File: src/rtl/battleship_pkg.sv
// Shared types and constants for the battleship shot-scoring path.
package battleship_pkg;

  typedef logic [3:0] coord_t;

  typedef enum logic [2:0] {
    IDLE,
    CHECK,
    FIRE,
    RELEASE,
    DONE
  } seq_state_t;

  localparam int GRID_MIN         = 1;
  localparam int GRID_MAX         = 10;
  localparam int SHIP_SQUARES_DEF = 19;
  localparam int MAX_HIT          = 9;

  function automatic logic in_grid(input coord_t c);
    return (c >= 4'(GRID_MIN)) && (c <= 4'(GRID_MAX));
  endfunction

  // Row-major square number, 0..99 for on-grid coordinates.
  function automatic logic [6:0] square_index(input coord_t x, input coord_t y);
    logic [6:0] row;
    row = {3'b000, y} - 7'd1;
    return 7'(row * 7'd10) + {3'b000, x} - 7'd1;
  endfunction

endpackage

File: src/rtl/shot_sequencer_key_conditioner.sv
// key_conditioner: synchronizes and debounces the active-low push-button,
// producing a debounced pressed level and a one-cycle press pulse.
module key_conditioner
  import battleship_pkg::*;
#(
  parameter int DEBOUNCE_CYCLES = 500000
) (
  input  logic clock,
  input  logic reset_L,
  input  logic key_n,
  output logic press,
  output logic level
);

  localparam int CW = $clog2(DEBOUNCE_CYCLES + 1);

  logic          sync1_q, sync2_q;
  logic [CW-1:0] cnt_q, cnt_d;
  logic          level_q, level_d;
  logic          press_q, press_d;
  logic          raw_pressed, mismatch, expire;

  always_comb begin
    raw_pressed = ~sync2_q;
    mismatch    = raw_pressed != level_q;
    expire      = mismatch && (cnt_q == CW'(DEBOUNCE_CYCLES - 1));
    cnt_d       = '0;
    level_d     = level_q;
    press_d     = 1'b0;
    if (expire) begin
      level_d = raw_pressed;
      press_d = raw_pressed;
    end else if (mismatch) begin
      cnt_d = cnt_q + 1'b1;
    end
  end

  // Synchronizer flops reset to the released (high) key level.
  always_ff @(posedge clock or negedge reset_L) begin
    if (!reset_L) begin
      sync1_q <= 1'b1;
      sync2_q <= 1'b1;
      cnt_q   <= '0;
      level_q <= 1'b0;
      press_q <= 1'b0;
    end else begin
      sync1_q <= key_n;
      sync2_q <= sync1_q;
      cnt_q   <= cnt_d;
      level_q <= level_d;
      press_q <= press_d;
    end
  end

  assign press = press_q;
  assign level = level_q;

endmodule

File: src/rtl/shot_sequencer.sv
// shot_sequencer: validates key presses into one-cycle fire strobes and keeps
// game totals. Optional repeat-shot map: SHOT_SEQUENCER_REPEAT_CHECK_EN.
module shot_sequencer
  import battleship_pkg::*;
#(
  parameter int DEBOUNCE_CYCLES = 500000,
  parameter int BIG_BOMBS       = 2,
  parameter int SHIP_SQUARES    = SHIP_SQUARES_DEF
) (
  input  logic       clock,
  input  logic       reset_L,
  input  logic       score_key_n,
  input  logic       new_game,
  input  logic [3:0] x_sw,
  input  logic [3:0] y_sw,
  input  logic       big_sw,
  input  logic [3:0] num_hit,
  output logic       score_this,
  output logic [3:0] x_lat,
  output logic [3:0] y_lat,
  output logic       big_lat,
  output logic [1:0] big_left,
  output logic       wrong,
  output logic [6:0] shots,
  output logic [4:0] total_hits,
  output logic       game_over
);

  localparam logic [1:0] BIG_INIT = 2'(BIG_BOMBS);
  localparam logic [4:0] SHIPS    = 5'(SHIP_SQUARES);

  logic press, key_level;

  key_conditioner #(.DEBOUNCE_CYCLES(DEBOUNCE_CYCLES)) u_key (
    .clock   (clock),
    .reset_L (reset_L),
    .key_n   (score_key_n),
    .press   (press),
    .level   (key_level)
  );

  seq_state_t state_q, state_d;
  coord_t     x_lat_q, x_lat_d, y_lat_q, y_lat_d;
  logic       big_lat_q, big_lat_d;
  logic       score_this_q, score_this_d;
  logic [1:0] big_left_q, big_left_d;
  logic       wrong_q, wrong_d;
  logic [6:0] shots_q, shots_d;
  logic [4:0] total_q, total_d;
  logic       over_q, over_d;
  logic [3:0] hit_clamped;
  logic [5:0] sum;
  logic [4:0] new_total;
  logic       shot_ok;
`ifdef SHOT_SEQUENCER_REPEAT_CHECK_EN
  logic [99:0] map_q, map_d;
`endif

  always_comb begin
    hit_clamped = (num_hit > 4'(MAX_HIT)) ? 4'(MAX_HIT) : num_hit;
    sum         = {1'b0, total_q} + {2'b00, hit_clamped};
    new_total   = (sum >= 6'(SHIP_SQUARES)) ? SHIPS : sum[4:0];
    shot_ok     = in_grid(x_lat_q) && in_grid(y_lat_q) &&
                  !(big_lat_q && (big_left_q == 2'd0));
`ifdef SHOT_SEQUENCER_REPEAT_CHECK_EN
    // Only the centre square is tracked, so big bombs bypass the map.
    if (shot_ok && !big_lat_q && map_q[square_index(x_lat_q, y_lat_q)])
      shot_ok = 1'b0;
    map_d = map_q;
`endif

    state_d      = state_q;
    x_lat_d      = x_lat_q;
    y_lat_d      = y_lat_q;
    big_lat_d    = big_lat_q;
    score_this_d = 1'b0;
    big_left_d   = big_left_q;
    wrong_d      = wrong_q;
    shots_d      = shots_q;
    total_d      = total_q;
    over_d       = over_q;

    case (state_q)
      IDLE: begin
        if (press) begin
          x_lat_d   = x_sw;
          y_lat_d   = y_sw;
          big_lat_d = big_sw;
          wrong_d   = 1'b0;
          state_d   = CHECK;
        end
      end
      CHECK: begin
        if (shot_ok) begin
          score_this_d = 1'b1;
          state_d      = FIRE;
        end else begin
          wrong_d = 1'b1;
          state_d = RELEASE;
        end
      end
      FIRE: begin
        total_d = new_total;
        shots_d = (shots_q == 7'd127) ? shots_q : shots_q + 7'd1;
        if (big_lat_q) big_left_d = big_left_q - 2'd1;
`ifdef SHOT_SEQUENCER_REPEAT_CHECK_EN
        map_d[square_index(x_lat_q, y_lat_q)] = 1'b1;
`endif
        if (new_total == SHIPS) begin
          over_d  = 1'b1;
          state_d = DONE;
        end else begin
          state_d = RELEASE;
        end
      end
      RELEASE: begin
        if (!key_level) state_d = IDLE;
      end
      DONE: ;
      default: state_d = IDLE;
    endcase

    // Restart lands in RELEASE so a key still held cannot fire.
    if (new_game) begin
      state_d      = RELEASE;
      x_lat_d      = '0;
      y_lat_d      = '0;
      big_lat_d    = 1'b0;
      score_this_d = 1'b0;
      big_left_d   = BIG_INIT;
      wrong_d      = 1'b0;
      shots_d      = '0;
      total_d      = '0;
      over_d       = 1'b0;
`ifdef SHOT_SEQUENCER_REPEAT_CHECK_EN
      map_d        = '0;
`endif
    end
  end

  always_ff @(posedge clock or negedge reset_L) begin
    if (!reset_L) begin
      state_q      <= IDLE;
      x_lat_q      <= '0;
      y_lat_q      <= '0;
      big_lat_q    <= 1'b0;
      score_this_q <= 1'b0;
      big_left_q   <= BIG_INIT;
      wrong_q      <= 1'b0;
      shots_q      <= '0;
      total_q      <= '0;
      over_q       <= 1'b0;
`ifdef SHOT_SEQUENCER_REPEAT_CHECK_EN
      map_q        <= '0;
`endif
    end else begin
      state_q      <= state_d;
      x_lat_q      <= x_lat_d;
      y_lat_q      <= y_lat_d;
      big_lat_q    <= big_lat_d;
      score_this_q <= score_this_d;
      big_left_q   <= big_left_d;
      wrong_q      <= wrong_d;
      shots_q      <= shots_d;
      total_q      <= total_d;
      over_q       <= over_d;
`ifdef SHOT_SEQUENCER_REPEAT_CHECK_EN
      map_q        <= map_d;
`endif
    end
  end

  assign score_this = score_this_q;
  assign x_lat      = x_lat_q;
  assign y_lat      = y_lat_q;
  assign big_lat    = big_lat_q;
  assign big_left   = big_left_q;
  assign wrong      = wrong_q;
  assign shots      = shots_q;
  assign total_hits = total_q;
  assign game_over  = over_q;

endmodule

File: config.mk
export PLATFORM = sky130hd
export DESIGN_NAME = shot_sequencer
export DESIGN_NICKNAME = d
export VERILOG_FILES = /design/src/rtl/battleship_pkg.sv /design/src/rtl/shot_sequencer_key_conditioner.sv /design/src/rtl/shot_sequencer.sv
export SDC_FILE = /design/constraint.sdc
export NUM_CORES = 1
export LEC_CHECK = 0
export ABC_AREA = 1
export BUFFER_PORTS_ARGS = -buffer_cell sky130_fd_sc_hd__buf_2
export CORE_MARGIN = 2
export CORE_UTILIZATION = 51
export CTS_CLUSTER_SIZE = 10
export DETAILED_ROUTE_END_ITERATION = 10
export PLACE_DENSITY = 0.78
export SYNTH_ARGS = -nofsm -noshare
export SYNTH_HDL_FRONTEND = slang
export SYNTH_SLANG_ARGS = --single-unit
File: constraint.sdc
create_clock -name clock -period 1.7 [get_ports clock]
set_input_delay 0.085 -clock clock [delete_from_list [all_inputs] [get_ports clock]]
set_output_delay 0.085 -clock clock [all_outputs]
set_load 0.02 [all_outputs]
==> results of run 1 <==
stage by stage:
stage               instances  TNS (ns)  hold WS (ns)   util  setup slack, ns
floorplan                 368    -0.153        -0.211      -          -0.0420
CTS                       503    -0.124       0.00212  0.625          -0.0324
detailed placement        491     -1.57      -0.00156  0.597           -0.247
finish                    503    -0.166        0.0110  0.632          -0.0415
global route              503     -1.05       0.00945  0.632           -0.184
global placement          491    -0.788      -0.00735  0.597           -0.133
where the power goes:
| group | internal, mW | total (mW) | switching (mW) |
|---|---|---|---|
| logic | 0.351 | 0.937 | 0.586 |
| clock network | 0.296 | 0.722 | 0.426 |
| registers | 1.35 | 1.45 | 0.0978 |
| total | 2.00 | 3.11 | 1.11 |
final cells by class:
type	instances	area, um^2
Multi-Input combinational cell	252	1380
Fill cell	483	2010
Sequential cell	52	1310
Clock buffer	5	68.8
Inverter	59	224
Clock inverter	3	22.5
Timing Repair Buffer	60	368
Tap cell	72	90.1
worst min-delay path by stage:
stage	startpoint	end	slack [ns]	depth (start not counted)
finish	y_sw[3]	y_lat[3]$_DFFE_PN0P_	0.01	3
global route	y_sw[3]	y_lat[3]$_DFFE_PN0P_	0.009	3
CTS	y_sw[3]	y_lat[3]$_DFFE_PN0P_	0.002	3
detailed placement	reset_L	u_key.cnt_q[4]$_DFF_PN0_	-0.002	1
global placement	reset_L	u_key.cnt_q[3]$_DFF_PN0_	-0.007	1
floorplan	reset_L	big_lat$_DFFE_PN0P_	-0.21	0
cells in the mapped netlist:
cell      instances  area share
buf_4             1      0.0026
xor2_4            1      0.0096
ha_1              7       0.031
fa_1              1      0.0070
nor3b_1           2      0.0053
xor2_1            9       0.028
o21ai_0          28       0.049
nor3_2            2      0.0070
buf_2             1      0.0017
nand2_2           3      0.0066
nor2_2            1      0.0022
nor3b_2           1      0.0044
o21ai_2           1      0.0031
inv_4             1      0.0022
o21a_1            1      0.0026
a22o_1            1      0.0031
dfstp_2           3       0.028
nand3_1          39       0.068
inv_1            57       0.075
clkbuf_2          1      0.0017
o21bai_1          1      0.0026
nor4_1            2      0.0044
nand4_2           1      0.0044
a21oi_1          10       0.018
dfrtp_1          49        0.43
nor2_1           49       0.064
a31oi_1           2      0.0044
nor3_1           10       0.018
clkbuf_1          2      0.0026
nand4_1          11       0.024
inv_2             1      0.0013
nand2_1          69       0.091
repair_timing:
item	4_1_cts	5_1_grt
hold buffers	4	0
pin swaps	3	1
resized for setup	7	12
endpoints found under the setup margin	8	18
endpoints found under the hold margin	44	0
cloned	0	0
per-layer routing:
layer	GRT usage	vias up
met2	0.345	62
met4	0.0741	0
li1	-	1313
met3	0.0295	4
met1	0.321	1184
met5	0	-
worst register-to-register path: stages, from the launching register on:
cell and delay [ns]:
dfrtp_2 0.39, ha_4 0.13, inv_2 0.03, fa_2 0.53, nor2_1 0.04, nor2_1 0.07, nand3_1 0.08, nand2_2 0.12
nand2_4 0.07, o21ai_1 0.11, o21ai_1 0.07
registers in the layout (all words and copies together), names as in the netlist, 2 cells and up:
name and flops:
state_q 3, big_left 2, y_lat 4, u_key.cnt_q 19, x_lat 4, total_hits 5, shots 7
layout by cell type (no fill, tap or decap), types with 3 or more instances in the layout:
cell type      instances
nand2_2                7
nor3_1                 9
buf_4                 13
inv_1                 55
dfstp_2                3
nor2_1                47
o21ai_1                4
nor2_2                 3
ha_1                   5
o21ai_0               24
nand3_2                3
buf_2                 42
nand2_1               63
a21oi_1                8
xor2_1                 9
dfrtp_1               47
nand3_1               36
dlygate4sd3_1          4
inv_2                  3
clkbuf_8               5
nand4_1               11
nor3_2                 3
cell families after synthesis:
logic type | Yosys count | share of synthesized area
AO/OA/AOI/OAI | 44 | 0.0823
adder cells (fa/ha/maj) | 8 | 0.0377
buffers and inverters | 64 | 0.0871
AND/OR/NAND/NOR | 190 | 0.299
flip-flops | 52 | 0.457
XOR/XNOR | 10 | 0.0372
==> impl_metrics.yaml, run 1 <==
run_status:
  status: "finished, violations left"
  violations: "negative setup slack"
yosys:
  syn_area_um2: 2860
  synth_nets: 393
  synthCells: 368
  ys_seq_elements: 52
  synth-seq-area-share: 0.457
  ys_warn_count: 0
  syn_avg_cell_area_um2: 7.77
  synth_cell_type_count: 32
drt:
  wl_met1_mm: 3.01
  viasPerCell: 5.10
  drt_iter0_drc: 173
  first_pass_iters: 4
  wl_met3_um: 236
  wire_per_inst_um: 12.5
  vias: 2563
  top_layer: "met4"
  routed_wl_mm: 6.27
  dr_wl_met2_mm: 2.98
  ant_nets: 0
  drcViolationCount: 0
timing:
  hold_viol_final: 0
  finalCritPeriodShare: 1.02
  tightest_slew_ns: 0.392
  slew_viol_final: 0
  finalClockSkew_ns: 0.0136
  fmax_mhz: 574
  max_slew_margin: 0.737
  period_minus_slack_ns: 1.74
  rsz0062_at_grt: "true"
  setup_slack_ns: -0.0415
  setup_viol: 7
cells_and_area:
  antenna_cells: 0
  finalNetCount: 455
  drive_above_1_share: 0.232
  area_growth_pct: 21.1
  final_cell_area_um2: 3460
floorplan:
  die_w_um: 78.9
  start_util: 0.522
  chipHeight_um: 78.9
  dieArea_um2: 6220
  design.core.area_um2: 5470
  rows: 27
  io_pins: 43
critical_path:
  worst_r2r_endpoint: "total_hits[1]$_DFFE_PN0P_"
  critPathArrivalTime_ns: 1.95
  cp-endpoint: "total_hits[1]$_DFFE_PN0P_"
  max_stage_delay_ns: 0.53
  crit_start: "total_hits[0]$_DFFE_PN0P_"
  r2r_cells: 10
  crit_type: "reg2reg"
  reg2reg_slack_ns: -0.04
  crit_required_ns: 1.90
  cpMaxStageDelayCell: "fa_2"
  r2r-start: "total_hits[0]$_DFFE_PN0P_"
  path_depth: 10
  cp_max_fo: 4
  cp-end-kind: "register"
  cp_cell_sequence: "ha_4 -> inv_2 -> fa_2 -> nor2_1 -> nor2_1 -> nand3_1 -> nand2_2 -> nand2_4 -> o21ai_1 -> o21ai_1"
  crit_buf_inv: 1
  worstSetupStartpointType: "register"
  path_delay_family: "adder cells"
grt:
  track_usage: 0.221
  antenna_found_initial: 0
  grt_pass1_vias: 2449
  grt_pass1_wl_mm: 11.1
  grt_max_degree: 41
  globalRouteOverflowTotal: 0
pwr:
  power.leakage_nw: 1.67
  power_density_nw_per_um2: 900
  irDropWorstVdd_uv: 660
  power_mw: 3.11
placement:
  place_area_um2: 3270
  gp_congestion: 0.942
  port_buffers: 42
  dpl.hpwl_mm: 4.60
clock_network:
  cts_max_level: 2
  cts_tree: "yes"
  clockBufferDepth: 2
  root_buffer: "clkbuf_8"
  post-cts-setup-buffer-count: 0
  cts.clk_slew.worst_paths_ns: 0.10
  numCtsBuffers: 5
  cts_num_sinks: 52
  clk_latency_ns: 0.31
min_path:
  hold_class: "in2reg"
flow_run:
  max-cap-violations: 0
Note: power is estimated with default switching activity, not from simulation.
==> run 2, diff against run 1 <==
- PLACE_DENSITY: 0.78 -> 0.76
==> run 2 against run 1 <==
  * Total power increased by 1.5%
  * Highest routed layer unchanged
  * Hold slack got worse by 0.0013 ns
  * Clock-buffer cell count increased by 1
  * First-iteration DRC count decreased by 20%
  * Sequential power about the same
  * Sequential cell count unchanged
  * Critical endpoint is now total_hits[0]$_DFFE_PN0P_
  * The run still ends with negative setup slack left
==> impl_metrics.yaml, run 2 (synthesis gave the netlist of run 1 again) <==
pwr:
  power_density_nw_per_um2: 922
  power_mw: 3.16
  power.leakage_nw: 1.65
  irDropWorstVdd_uv: 545
timing:
  fmax_mhz: 564
  tns_ns: -0.222
  rsz0062_at_grt: "true"
  hold_viol_final: 0
  setup_viol: 6
  tightest_slew_ns: 0.650
  setup_slack_ns: -0.0726
  finalCritPeriodShare: 1.04
  period_minus_slack_ns: 1.77
  max_slew_margin: 0.566
  slew_viol_final: 0
  finalClockSkew_ns: 0.00983
critical_path:
  cp-end-kind: "register"
  worst_r2r_endpoint: "total_hits[0]$_DFFE_PN0P_"
  cp_max_fo: 4
  reg2reg_slack_ns: -0.07
  worstSetupStartpointType: "register"
  crit_required_ns: 1.89
  r2r_cells: 10
  critPathArrivalTime_ns: 1.96
  crit_type: "reg2reg"
  r2r-start: "total_hits[0]$_DFFE_PN0P_"
drt:
  routed_wl_mm: 6.13
  viasPerCell: 5.17
  drt_iter0_drc: 138
  wire_per_inst_um: 12.3
  ant_nets: 0
  dr_wl_met2_mm: 2.91
  wl_met3_um: 290
  wl_met1_mm: 2.86
  first_pass_iters: 5
  top_layer: "met4"
  vias: 2583
  drcViolationCount: 0
grt:
  antenna_found_initial: 0
  globalRouteOverflowTotal: 0
  grt_pass1_vias: 2417
  grt_max_degree: 53
  track_usage: 0.212
  grt_pass1_wl_mm: 10.6
cells_and_area:
  antenna_cells: 0
  final_cell_mix: "nand2_1 (64), inv_1 (54), dfrtp_1 (47)"
  drive_above_1_share: 0.238
  largest_reg_flops: 19
  fin_util: 0.626
  finalNetCount: 452
  top_register: "u_key.cnt_q"
  nFillCells: 494
  fin_cells: 500
  multi_input_area_um2: 1380
  mostFrequentLayoutCell: "nand2_1"
  area_growth_pct: 19.9
  register_area_um2: 1310
floorplan:
  chipHeight_um: 78.9
  dieArea_um2: 6220
  design.core.area_um2: 5470
  die_w_um: 78.9
  start_util: 0.522
  io_pins: 43
  rows: 27
clock_network:
  clockBufferDepth: 2
  cts.clk_slew.worst_paths_ns: 0.10
  numCtsBuffers: 5
  cts_max_level: 2
  cts_tree: "yes"
  cts_num_sinks: 52
  clk_latency_ns: 0.30
  root_buffer: "clkbuf_8"
min_path:
  hold_path_depth: 3
  min_to: "y_lat[2]$_DFFE_PN0P_"
  hold_class: "in2reg"
  hp-start: "y_sw[2]"
placement:
  gp_congestion: 0.914
  place_inst: 490
  dpl.hpwl_mm: 4.62
  port_buffers: 42
run_status:
  status: "finished, violations left"
  violations: "negative setup slack"
flow_run:
  max-cap-violations: 0
## run 2: cell count changes in the layout (fill, tap and decap cells not counted), sizes merged
cell | previous run | this run
clkinv | 2 | 1
buf | 56 | 55
dlygate4sd3 | 4 | 2
clkbuf | 5 | 6
## run 2: metal layers
layer,vias up,track usage
met5,-,0
li1,1304,-
met2,68,0.341
met3,7,0.0352
met4,0,0.0603
met1,1204,0.298
## run 2: what timing repair did
item | in CTS | in global routing
buffers inserted | 0 | 0
endpoints found under the hold margin | 50 | 0
resized for setup | 3 | 18
pin swaps | 4 | 2
hold buffers | 2 | 0
setup endpoints to repair | 8 | 15
## run 2: stage by stage
stage | hold slack, ns | setup slack, ns | instance area [um^2]
global placement | 0.191 | -0.135 | 3250
finish | 0.00969 | -0.0726 | 3430
global route | 0.00835 | -0.197 | 3430
detailed placement | 0.192 | -0.212 | 3250
floorplan | -0.211 | -0.0420 | 2880
CTS | 0.00550 | -0.0558 | 3370
## run 2: final cells by class
type / instances / share of cell area
Multi-Input combinational cell: 252 / 0.403
Sequential cell: 52 / 0.382
Timing Repair Buffer: 57 / 0.0957
Inverter: 59 / 0.0654
Tap cell: 72 / 0.0263
Clock buffer: 6 / 0.0241
Clock inverter: 2 / 0.00402
## run 2: how the worst max path moves through the flow
stage	to	start	slack [ns]
floorplan	total_hits[1]$_DFFE_PN0P_	total_hits[0]$_DFFE_PN0P_	-0.04
global placement	state_q[0]$_DFFE_PN0P_	num_hit[2]	-0.14
CTS	total_hits[1]$_DFFE_PN0P_	total_hits[0]$_DFFE_PN0P_	-0.06
global route	total_hits[0]$_DFFE_PN0P_	total_hits[0]$_DFFE_PN0P_	-0.20
finish	total_hits[0]$_DFFE_PN0P_	total_hits[0]$_DFFE_PN0P_	-0.07
detailed placement	state_q[2]$_DFFE_PN0P_	num_hit[2]	-0.21
## run 2: report_power, final
group / internal, mW / switching, mW / total [mW]
logic: 0.365 / 0.603 / 0.968
registers: 1.35 / 0.0959 / 1.45
clock network: 0.334 / 0.408 / 0.742
total: 2.05 / 1.11 / 3.16
## run 2: critical path, cell delays in order (launching register included)
cell     delay, ns
dfrtp_2       0.39
ha_4          0.14
inv_2         0.03
fa_2          0.54
nor2_2        0.04
nor2_1        0.07
nand3_1       0.08
nand2_2       0.10
nand2_4       0.07
o21ai_2       0.12
nand2_1       0.07
